--- src/rtl/sram_access_arbiter.sv ---
// Round-robin arbiter sharing one asynchronous SRAM between two requesters.
// Each access holds the strobes for ACCESS_CYCLES cycles, then pulses the owner's done.
module sram_access_arbiter #(
    parameter int unsigned ADDR_W        = 20,
    parameter int unsigned DATA_W        = 16,
    parameter int unsigned ACCESS_CYCLES = 3
) (
    input  logic              Clk,
    input  logic              Reset,
    input  logic              a_req,
    input  logic              a_we,
    input  logic [ADDR_W-1:0] a_addr,
    input  logic [DATA_W-1:0] a_wdata,
    output logic              a_done,
    output logic [DATA_W-1:0] a_rdata,
    input  logic              b_req,
    input  logic              b_we,
    input  logic [ADDR_W-1:0] b_addr,
    input  logic [DATA_W-1:0] b_wdata,
    output logic              b_done,
    output logic [DATA_W-1:0] b_rdata,
    output logic              busy,
    output logic              sram_ce_n,
    output logic              sram_oe_n,
    output logic              sram_we_n,
    output logic [ADDR_W-1:0] sram_addr,
    output logic [DATA_W-1:0] sram_dq_out,
    output logic              sram_dq_oe,
    input  logic [DATA_W-1:0] sram_dq_in
);

    localparam int unsigned CntW = (ACCESS_CYCLES > 1) ? $clog2(ACCESS_CYCLES) : 1;

    typedef enum logic [1:0] {StIdle, StAccess, StDone} state_e;

    state_e          state_q, state_d;
    logic [CntW-1:0] cnt_q;
    logic            rr_q;     // 0: A wins a tie, 1: B wins a tie
    logic            owner_q;  // 0: A, 1: B
    logic            we_q;
    logic            any_req;
    logic            grant_b;
    logic            last_cycle;

    assign any_req    = a_req | b_req;
    assign grant_b    = b_req & (~a_req | rr_q);
    assign last_cycle = (cnt_q == CntW'(ACCESS_CYCLES - 1));

    always_ff @(posedge Clk) begin
        if (Reset) begin
            state_q <= StIdle;
        end else begin
            state_q <= state_d;
        end
    end

    always_comb begin
        state_d = state_q;
        unique case (state_q)
            StIdle:   if (any_req) state_d = StAccess;
            StAccess: if (last_cycle) state_d = StDone;
            StDone:   state_d = StIdle;
            default:  state_d = StIdle;
        endcase
    end

    always_comb begin
        sram_ce_n  = 1'b1;
        sram_oe_n  = 1'b1;
        sram_we_n  = 1'b1;
        sram_dq_oe = 1'b0;
        a_done     = 1'b0;
        b_done     = 1'b0;
        busy       = (state_q != StIdle);
        unique case (state_q)
            StAccess: begin
                sram_ce_n  = 1'b0;
                sram_oe_n  = we_q;
                sram_we_n  = ~we_q;
                sram_dq_oe = we_q;
            end
            StDone: begin
                a_done = ~owner_q;
                b_done = owner_q;
            end
            default: ;
        endcase
    end

    // Grant capture, access counter, read-data return and round-robin update.
    always_ff @(posedge Clk) begin
        if (Reset) begin
            cnt_q       <= '0;
            rr_q        <= 1'b0;
            owner_q     <= 1'b0;
            we_q        <= 1'b0;
            sram_addr   <= '0;
            sram_dq_out <= '0;
            a_rdata     <= '0;
            b_rdata     <= '0;
        end else begin
            unique case (state_q)
                StIdle: begin
                    if (any_req) begin
                        owner_q     <= grant_b;
                        we_q        <= grant_b ? b_we : a_we;
                        sram_addr   <= grant_b ? b_addr : a_addr;
                        sram_dq_out <= grant_b ? b_wdata : a_wdata;
                        cnt_q       <= '0;
                    end
                end
                StAccess: begin
                    cnt_q <= cnt_q + CntW'(1);
                    if (last_cycle && !we_q) begin
                        if (owner_q) b_rdata <= sram_dq_in;
                        else         a_rdata <= sram_dq_in;
                    end
                end
                StDone:  rr_q <= ~owner_q;
                default: ;
            endcase
        end
    end

endmodule

--- config.mk ---
export PLATFORM = sky130hd
export DESIGN_NAME = sram_access_arbiter
export DESIGN_NICKNAME = d
export VERILOG_FILES = /design/src/rtl/sram_access_arbiter.sv
export SDC_FILE = /design/constraint.sdc
export NUM_CORES = 1
export LEC_CHECK = 0
export BUFFER_PORTS_ARGS = -buffer_cell sky130_fd_sc_hd__buf_2
export CAP_MARGIN = 25
export CORE_ASPECT_RATIO = 0.6
export CORE_MARGIN = 2
export CORE_UTILIZATION = 42
export DETAILED_ROUTE_END_ITERATION = 6
export PLACE_DENSITY = 0.74
export SLEW_MARGIN = 10
export SYNTH_ARGS = -nofsm -noshare
export SYNTH_HDL_FRONTEND = slang
export SYNTH_SLANG_ARGS = --single-unit
--- constraint.sdc ---
create_clock -name Clk -period 4.2 [get_ports Clk]
set_input_delay 0.21 -clock Clk [delete_from_list [all_inputs] [get_ports Clk]]
set_output_delay 0.21 -clock Clk [all_outputs]
set_load 0.01 [all_outputs]
==> Word level (Yosys, flattened, before mapping) <==
Cells that the tools add are included.
{ "op_classes": {"addsub": 1, "eq_ne": 5, "muxes": 14, "n_bitwise": 6, "reduce_logical": 10} }
{ "op_table": {"columns": ["operator", "n"], "rows": [
  ["2-to-1 mux 20 bit", 1],
  ["2-to-1 mux 16 bit", 1],
  ["one-hot mux 2 bit (2 select lines)", 2],
  ["2-to-1 mux 1 bit", 7],
  ["2-to-1 mux 2 bit", 3],
  ["AND reduction 2 bit", 3],
  ["AND reduction 3 bit", 2],
  ["equality test 2 bit (second input constant)", 2],
  ["inequality test 2 bit (second input constant)", 2],
  ["nonzero test 2 bit", 2],
  ["inverter 1 bit", 3],
  ["adder 2 x 1 -> 2 bit (second input constant)", 1],
  ["equality test 2 x 1 -> 1 bit (second input constant)", 1],
  ["zero test 2 bit", 1],
  ["OR 1 bit", 2],
  ["AND 1 bit", 1],
  ["logical AND 1 bit", 1],
  ["zero test 1 bit", 1]
]} }
{ "totals": {"register_bits": 75, "inputBits": 94, "output_inout_bits": 75} }

==> Logic depth before layout (Yosys ltp) <==
Gate-level depths: netlist (run 1).
{ "logic_depth": {"ltp_word": 4, "mapped_depth": 7, "mapped_depth_nobuf": 5} }

==> Worst setup path before layout (run 1) <==
Ideal clock, no wire load.
{ "synth_timing": {"path_type": "register -> register", "start": "register cnt_q[0]", "end": "register a_rdata[10]", "setup_time_ns": 0.072, "arrival_time_ns": 1.472, "t_required_ns": 4.128, "slack_ns": 2.657, "stages_incl_launch_ff": 7, "path_buffers": 1, "synth_period_minus_slack_ns": 1.543, "path_cell_list": "dfxtp_1 > inv_1 > ha_1 > nand3b_1 > nor3_2 > buf_6 > mux2i_1"} }
{ "synth_between": {"elab_chain_cells": 3} }
{ "synth_rtl": {"columns": ["element", "line_no", "text"], "rows": [
  ["start: declaration", "37", "logic [CntW-1:0] cnt_q;"],
  ["start signal: assignment", "113", "cnt_q <= cnt_q + CntW'(1);"],
  ["equality test 2 bit", "47", "assign last_cycle = (cnt_q == CntW'(ACCESS_CYCLES - 1));"],
  ["logical AND 1 bit", "114", "if (last_cycle && !we_q) begin"],
  ["AND reduction 3 bit (no source line)", null, null],
  ["end signal: assignment", "116", "else a_rdata <= sram_dq_in;"],
  ["end: declaration", "15", "output logic [DATA_W-1:0] a_rdata,"]
]} }
Every way passes these cells.
A chain may end at the register's enable or synchronous reset.

==> Worst setup path in the final report (run 1) <==
{ "layout_timing": {"start": "register state_q[1]", "end": "register we_q"} }
{ "layout_between": {"elab_chain_cells": 2} }
{ "layout_rtl": {"columns": ["element", "line_no", "text"], "rows": [
  ["start: declaration", "36", "state_e state_q, state_d;"],
  ["start signal: assignment", "51", "state_q <= StIdle;"],
  ["start signal: assignment", "53", "state_q <= state_d;"],
  ["zero test 2 bit", "102", "unique case (state_q)"],
  ["AND reduction 2 bit (no source line)", null, null],
  ["end signal: assignment", "106", "we_q <= grant_b ? b_we : a_we;"],
  ["end: declaration", "40", "logic we_q;"]
]} }
Every way passes these cells.

==> summary.txt, run 1 <==
Clocking
  • Cts hold-fix bufs: 0
  • Deepest clock path buffer count: 2
  • Worst-path clk slew: about 0.05 ns
  • H-tree Lvls: 3
  • Worst-Skew Late Latency: 0.33 ns
  • CTS tree: built
  • Root buffer cell: clkbuf_16
  • CTS buffer count: 9
  • Clock Sinks: 75
  • Post-CTS setup buffer count: 0
  • # resized after CTS: 0

Pwr
  • LEAKAGE: 2.09 nW
  • Cell Pwr Density: just under 400 nW/um^2
  • Peak supply drop: around 0.25 mV
  • Tot Pwr: roughly 1.8 mW

Setup path
  • Crit-path max FO: 40
  • Crit path launch type: flip-flop
  • CP Cell Sequence: nor2_4 > buf_4 > inv_1 > nor2_2 > buf_4 > a311oi_1
  • Crit path capture type: flip-flop
  • Critical path type: flip-flop to flip-flop
  • Crit path DAT: between 2 and 3 ns
  • CP most frequent cell: buf_4
  • Slowest CP cell: nor2_2
  • Worst Path Required: between 4 and 5 ns
  • Largest stage delay, worst path: between 0.5 and 0.6 ns

Synthesis
  • Synth Cell Area: 3380 um^2
  • Synthesized Nets: 473
  • Share of the yosys chip area belonging to registers: around 44%
  • Gate Count Post-Synth: between 300 and 400
  • Synth cell types: 25
  • Syn Area/Cell: a little under 9 um^2
  • FF+latch count, synth: 75
  • Syn. warnings: 0

Route
  • DRT Wirelength: 10.1 mm
  • DRT Pass-1 Iters: 4
  • Drt drc: 0
  • DR vias/cell: approximately 5.4
  • Final ANT Viol Nets: 0
  • Via count: around 3400
  • DR WL/cell: roughly 16 um
  • 1st-iter DRT viols: between 300 and 400

Die
  • Initial Util: a little over two fifths
  • Io pins: 169
  • Die Y-Extent: ~73 um
  • Die width: between 100 and 150 um
  • Core box area: slightly below 8000 um^2
  • Die area: ~8800 um^2
  • Row Count: 25

STA
  • Clock skew: 0.00523 ns
  • Final-report setup violation count: 0
  • Max Freq: approximately 0.43 GHz
  • Setup_tns: 0 ns
  • RSZ-0062 raised after global routing: false
  • Worst Max-Slew Pin Slew: 0.942 ns
  • Count of pins over their slew limit: 0
  • Fin crit share: a little under three fifths
  • Final min period: ~2.3 ns
  • Worst rel slew slack: between 30 and 40%
  • Final WS setup: about 1.9 ns
  • Final Hold Fails: 0

Flow run
  • Maxcap violations: 0

Placed design
  • DP Worst Slack: about 1.9 ns
  • I/O Buffers: about 170
  • DP HPWL: slightly below 7 mm
  • Routability congestion estimate from global placement: approximately 0.82

Global routing
  • Largest net degree at the start of global routing: 50
  • GRT Residual Overflow: 0
  • First-pass GRT wire length: ~15 mm
  • Total GRT Usage: about 22%
  • Initial antenna violation count: 0
  • Vias in the first global route: ~3200

Layout
  • Ratio of cells with drive above 1 in the final layout: 36.4%
  • Finished Core Util: 58.3%
  • Commonest non-fill, non-tap cell in the layout: buf_2
  • Most frequent cells in the layout: buf_2, dfxtp_1, nand2b_1, a21oi_1
  • # fillers: about 730
  • Final nets: between 600 and 700
  • N_diodes: 0
  • Synth-to-Final Area Change: 35.5%

Worst hold path
  • Worst min path class: primary input to flip-flop

Outcome
  • Outcome: complete, no violations
[report_power, final]
| part | internal [mW] | leakage [nW] | total, mW | switching [mW] |
|---|---|---|---|---|
| clock | 0.431 | 0.137 | 0.706 | 0.276 |
| combinational | 0.125 | 1.34 | 0.285 | 0.160 |
| sequential | 0.755 | 0.614 | 0.782 | 0.0272 |
| total | 1.31 | 2.09 | 1.77 | 0.463 |
[state kept, by name (all words and copies together) (netlist names)]
register / count
sram_addr: 20
a_rdata: 16
b_rdata: 16
sram_dq_out: 16
cnt_q: 2
state_q: 2
owner_q: 1
rr_q: 1
we_q: 1
[stage by stage]
stage / hold WS (ns) / instances / instance area (um^2)
detailed placement: 0.462 / 620 / 4250
global placement: 0.456 / 619 / 4220
finish: 0.160 / 638 / 4580
CTS: 0.145 / 636 / 4530
global route: 0.156 / 638 / 4580
floorplan: 0.384 / 378 / 3380
[layer usage]
layer,wire length [um],global-route usage [%],part of all wire [%],up-vias
met5,0,0,0,-
met4,89,8.24,0.88,0
met3,706,5.98,7.0,10
met2,4700,35.3,47,144
met1,4580,29.4,45,1603
li1,-,-,-,1679
[synthesized netlist by cell type]
cell type | instances | share of area (%)
nand3_1 | 38 | 5.6
nand3b_1 | 1 | 0.22
buf_6 | 2 | 0.67
o211ai_1 | 2 | 0.44
nor2_2 | 1 | 0.19
a2bb2oi_1 | 1 | 0.26
or3_1 | 1 | 0.19
inv_1 | 6 | 0.67
dfxtp_1 | 75 | 44
buf_2 | 10 | 1.5
buf_4 | 1 | 0.22
a21oi_1 | 41 | 6.1
nor3b_1 | 1 | 0.22
nor2_1 | 6 | 0.67
a311oi_1 | 37 | 9.6
o21ai_0 | 38 | 5.6
nand2b_1 | 52 | 9.6
nor3_2 | 1 | 0.30
nor2b_1 | 2 | 0.37
buf_1 | 1 | 0.11
clkbuf_1 | 25 | 2.8
or2_2 | 1 | 0.19
mux2i_1 | 32 | 9.5
nand2_1 | 2 | 0.22
ha_1 | 1 | 0.37
[cells by family after synthesis]
group           synth area share, %
flops                          44.4
mux                            9.48
buf+inv                        5.92
compound gates                 22.0
fa+ha+maj                     0.370
simple gates                   17.8
[worst paths after layout]
path                             startpoint              to  slack [ns]  depth (start not counted)
worst max-delay path             state_q[1]            we_q        1.88                          6
worst min-delay path             b_wdata[3]  sram_dq_out[3]        0.16                          3
worst max register to register   state_q[1]            we_q        1.88                          6
worst min register to register  a_rdata[10]     a_rdata[10]        0.47                          2
[critical path: cells and delay by family, from the launching register on]
family                 cells  cell delay, ns
flip-flops                 1            0.37
buffers and inverters      3            0.96
AND/OR/NAND/NOR            2            0.70
AO/OA/AOI/OAI              1            0.13
[layout make-up]
class / instances / area [um^2] / area share (%)
multi-input combinational: 258 / 1690 / 37.0
inverter: 6 / 22.5 / 0.492
clock inverter: 2 / 10.0 / 0.219
sequential: 75 / 1500 / 32.8
tap: 108 / 135 / 2.95
timing repair buffer: 175 / 953 / 20.8
clock buffer: 14 / 264 / 5.76
Note: power is estimated with default switching activity, not from simulation.
==> run 2: changes to the inputs <==
==> constraint.sdc (replaced) <==
create_clock -name Clk -period 2.42 [get_ports Clk]
set_input_delay 0.121 -clock Clk [delete_from_list [all_inputs] [get_ports Clk]]
set_output_delay 0.121 -clock Clk [all_outputs]
set_load 0.01 [all_outputs]
==> run 2 against run 1 <==
  * First-iteration DRC count down 41%
  * Largest cell class unchanged
  * Register-to-register slack worse by 1.4 ns
  * Setup slack worse by 1.4 ns
  * Combinational power up 74%
  * Sequential share of layout area down 0.21 points
==> summary.txt, run 2 (synthesis gave the netlist of run 1 again) <==
Setup path
  • CP startpoint: cnt_q[0]
  • Worst r2r src: cnt_q[0]
  • R2R Path End: b_rdata[8]
  • R2R Setup Slk: between 0.4 and 0.5 ns
  • Crit path DAT: around 2.2 ns
  • Slowest CP cell: or3_1
  • Largest stage delay, worst path: between 0.7 and 0.8 ns
  • Worst Path Buf+Inv: 1
  • Worst Path Required: between 2 and 3 ns
  • Crit path capture type: flip-flop
  • R2R cell count: 5
  • Crit path launch type: flip-flop
  • Crit path depth: 5
  • Critical path's top delay family: simple AND/OR/NAND/NOR gates
  • Critical path type: flip-flop to flip-flop
  • CP Cell Sequence: inv_1 > ha_1 > nand3b_1 > or3_1 > mux2i_1
  • Crit-path max FO: 16

Outcome
  • Outcome: complete, no violations

Clocking
  • Worst-Skew Late Latency: 0.33 ns
  • CTS tree: built
  • H-tree Lvls: 3
  • Clock Sinks: 75
  • Cts hold-fix bufs: 0
  • Root buffer cell: clkbuf_16
  • CTS buffer count: 9
  • Worst-path clk slew: 0.06 ns
  • # resized after CTS: 0
  • Post-CTS setup buffer count: 0
  • Deepest clock path buffer count: 2

Pwr
  • Cell Pwr Density: around 720 nW/um^2
  • LEAKAGE: 2.11 nW
  • Peak supply drop: about 0.37 mV
  • Tot Pwr: roughly 3.3 mW

Route
  • M1 WL: approximately 4.4 mm
  • Via count: approximately 3400
  • Final ANT Viol Nets: 0
  • Met3 WL post-DR: about 740 um
  • Met2 WL: 4.75 mm
  • Max Used Layer: met4
  • DRT Pass-1 Iters: 4
  • DRT Wirelength: approximately 10 mm
  • 1st-iter DRT viols: around 180
  • Drt drc: 0
  • DR WL/cell: 15.6 um
  • DR vias/cell: around 5.4

Global routing
  • GRT Residual Overflow: 0
  • Vias in the first global route: approximately 3200
  • Initial antenna violation count: 0
  • Total GRT Usage: between 20% and 30%
  • First-pass GRT wire length: around 15 mm
  • Largest net degree at the start of global routing: between 60 and 70

Worst hold path
  • Worst min path class: primary input to flip-flop
  • Hold path start: b_wdata[5]
  • Hold Path Stages: 3
  • Hold EP: sram_dq_out[5]

STA
  • RSZ-0062 raised after global routing: false
  • Clock skew: roughly 0.0056 ns
  • Setup_tns: 0 ns
  • Final min period: around 1.9 ns
  • Final Hold Fails: 0
  • Final WS setup: about 0.50 ns
  • Worst Max-Slew Pin Slew: just over 0.9 ns
  • Worst rel slew slack: between 30% and 40%
  • Final-report setup violation count: 0
  • Fin crit share: roughly four fifths
  • Count of pins over their slew limit: 0
  • Max Freq: about 0.52 GHz

Layout
  • Final nets: approximately 620
  • Post-Layout Cell Count: 640
  • Ratio of cells with drive above 1 in the final layout: between 30 and 40%
  • N_diodes: 0
  • # fillers: approximately 700
  • Max reg flops: 20
  • Commonest non-fill, non-tap cell in the layout: buf_2
  • Most frequent cells in the layout: buf_2, dfxtp_1, nand2b_1, a21oi_1
  • Synth-to-Final Area Change: 36.4%
  • Most flops, register: sram_addr

Die
  • Core box area: a little under 8000 um^2
  • Io pins: 169
  • Row Count: 25
  • Die Y-Extent: 73.5 um
  • Initial Util: 43.0%
  • Die width: approximately 120 um
  • Die area: 8800 um^2

Placed design
  • I/O Buffers: ~170
  • DP HPWL: 6.92 mm
  • Placed cells: between 600 and 700
  • Routability congestion estimate from global placement: 0.765
  • DP Worst Slack: around 0.53 ns

Flow run
  • Maxcap violations: 0
[run 2: layout make-up]
type | count | area (um^2) | share of cell area (%)
tap | 108 | 135 | 2.93
timing repair buffer | 177 | 921 | 20.0
inverter | 6 | 22.5 | 0.488
clock buffer | 11 | 253 | 5.48
multi-input combinational | 258 | 1690 | 36.7
sequential | 75 | 1500 | 32.6
clock inverter | 5 | 83.8 | 1.82
[run 2: routing by layer]
layer  up-vias  track usage (%)
met1      1596             28.0
met4         0             6.80
met5         -                0
met2       161             37.2
li1       1677                -
met3        15             5.67
[run 2: worst max-delay path by stage]
stage               slack, ns           to
floorplan                0.88  a_rdata[10]
global placement         0.63   b_rdata[9]
detailed placement       0.53   b_rdata[3]
CTS                      0.51   b_rdata[3]
global route             0.35   b_rdata[3]
finish                   0.50   b_rdata[8]
[run 2: power by group]
part	switching, mW	internal, mW	leakage [nW]
combinational	0.279	0.216	1.33
sequential	0.0457	1.31	0.614
clock	0.515	0.962	0.158
total	0.840	2.49	2.11
[run 2: through the flow]
step	util [%]	instance area, um^2	hold WS, ns
2_1_floorplan	-	3380	0.295
5_1_grt	58.7	4610	0.0631
6_report	58.7	4610	0.0734
3_3_place_gp	54.4	4270	0.403
3_5_place_dp	54.4	4270	0.410
4_1_cts	58.7	4610	0.0646
[run 2: worst register-to-register path, cell delays in order (launching register included)]
cell and delay [ns]:
dfxtp_1 0.33, inv_1 0.05, ha_1 0.21, nand3b_1 0.18
or3_1 0.76, mux2i_1 0.30
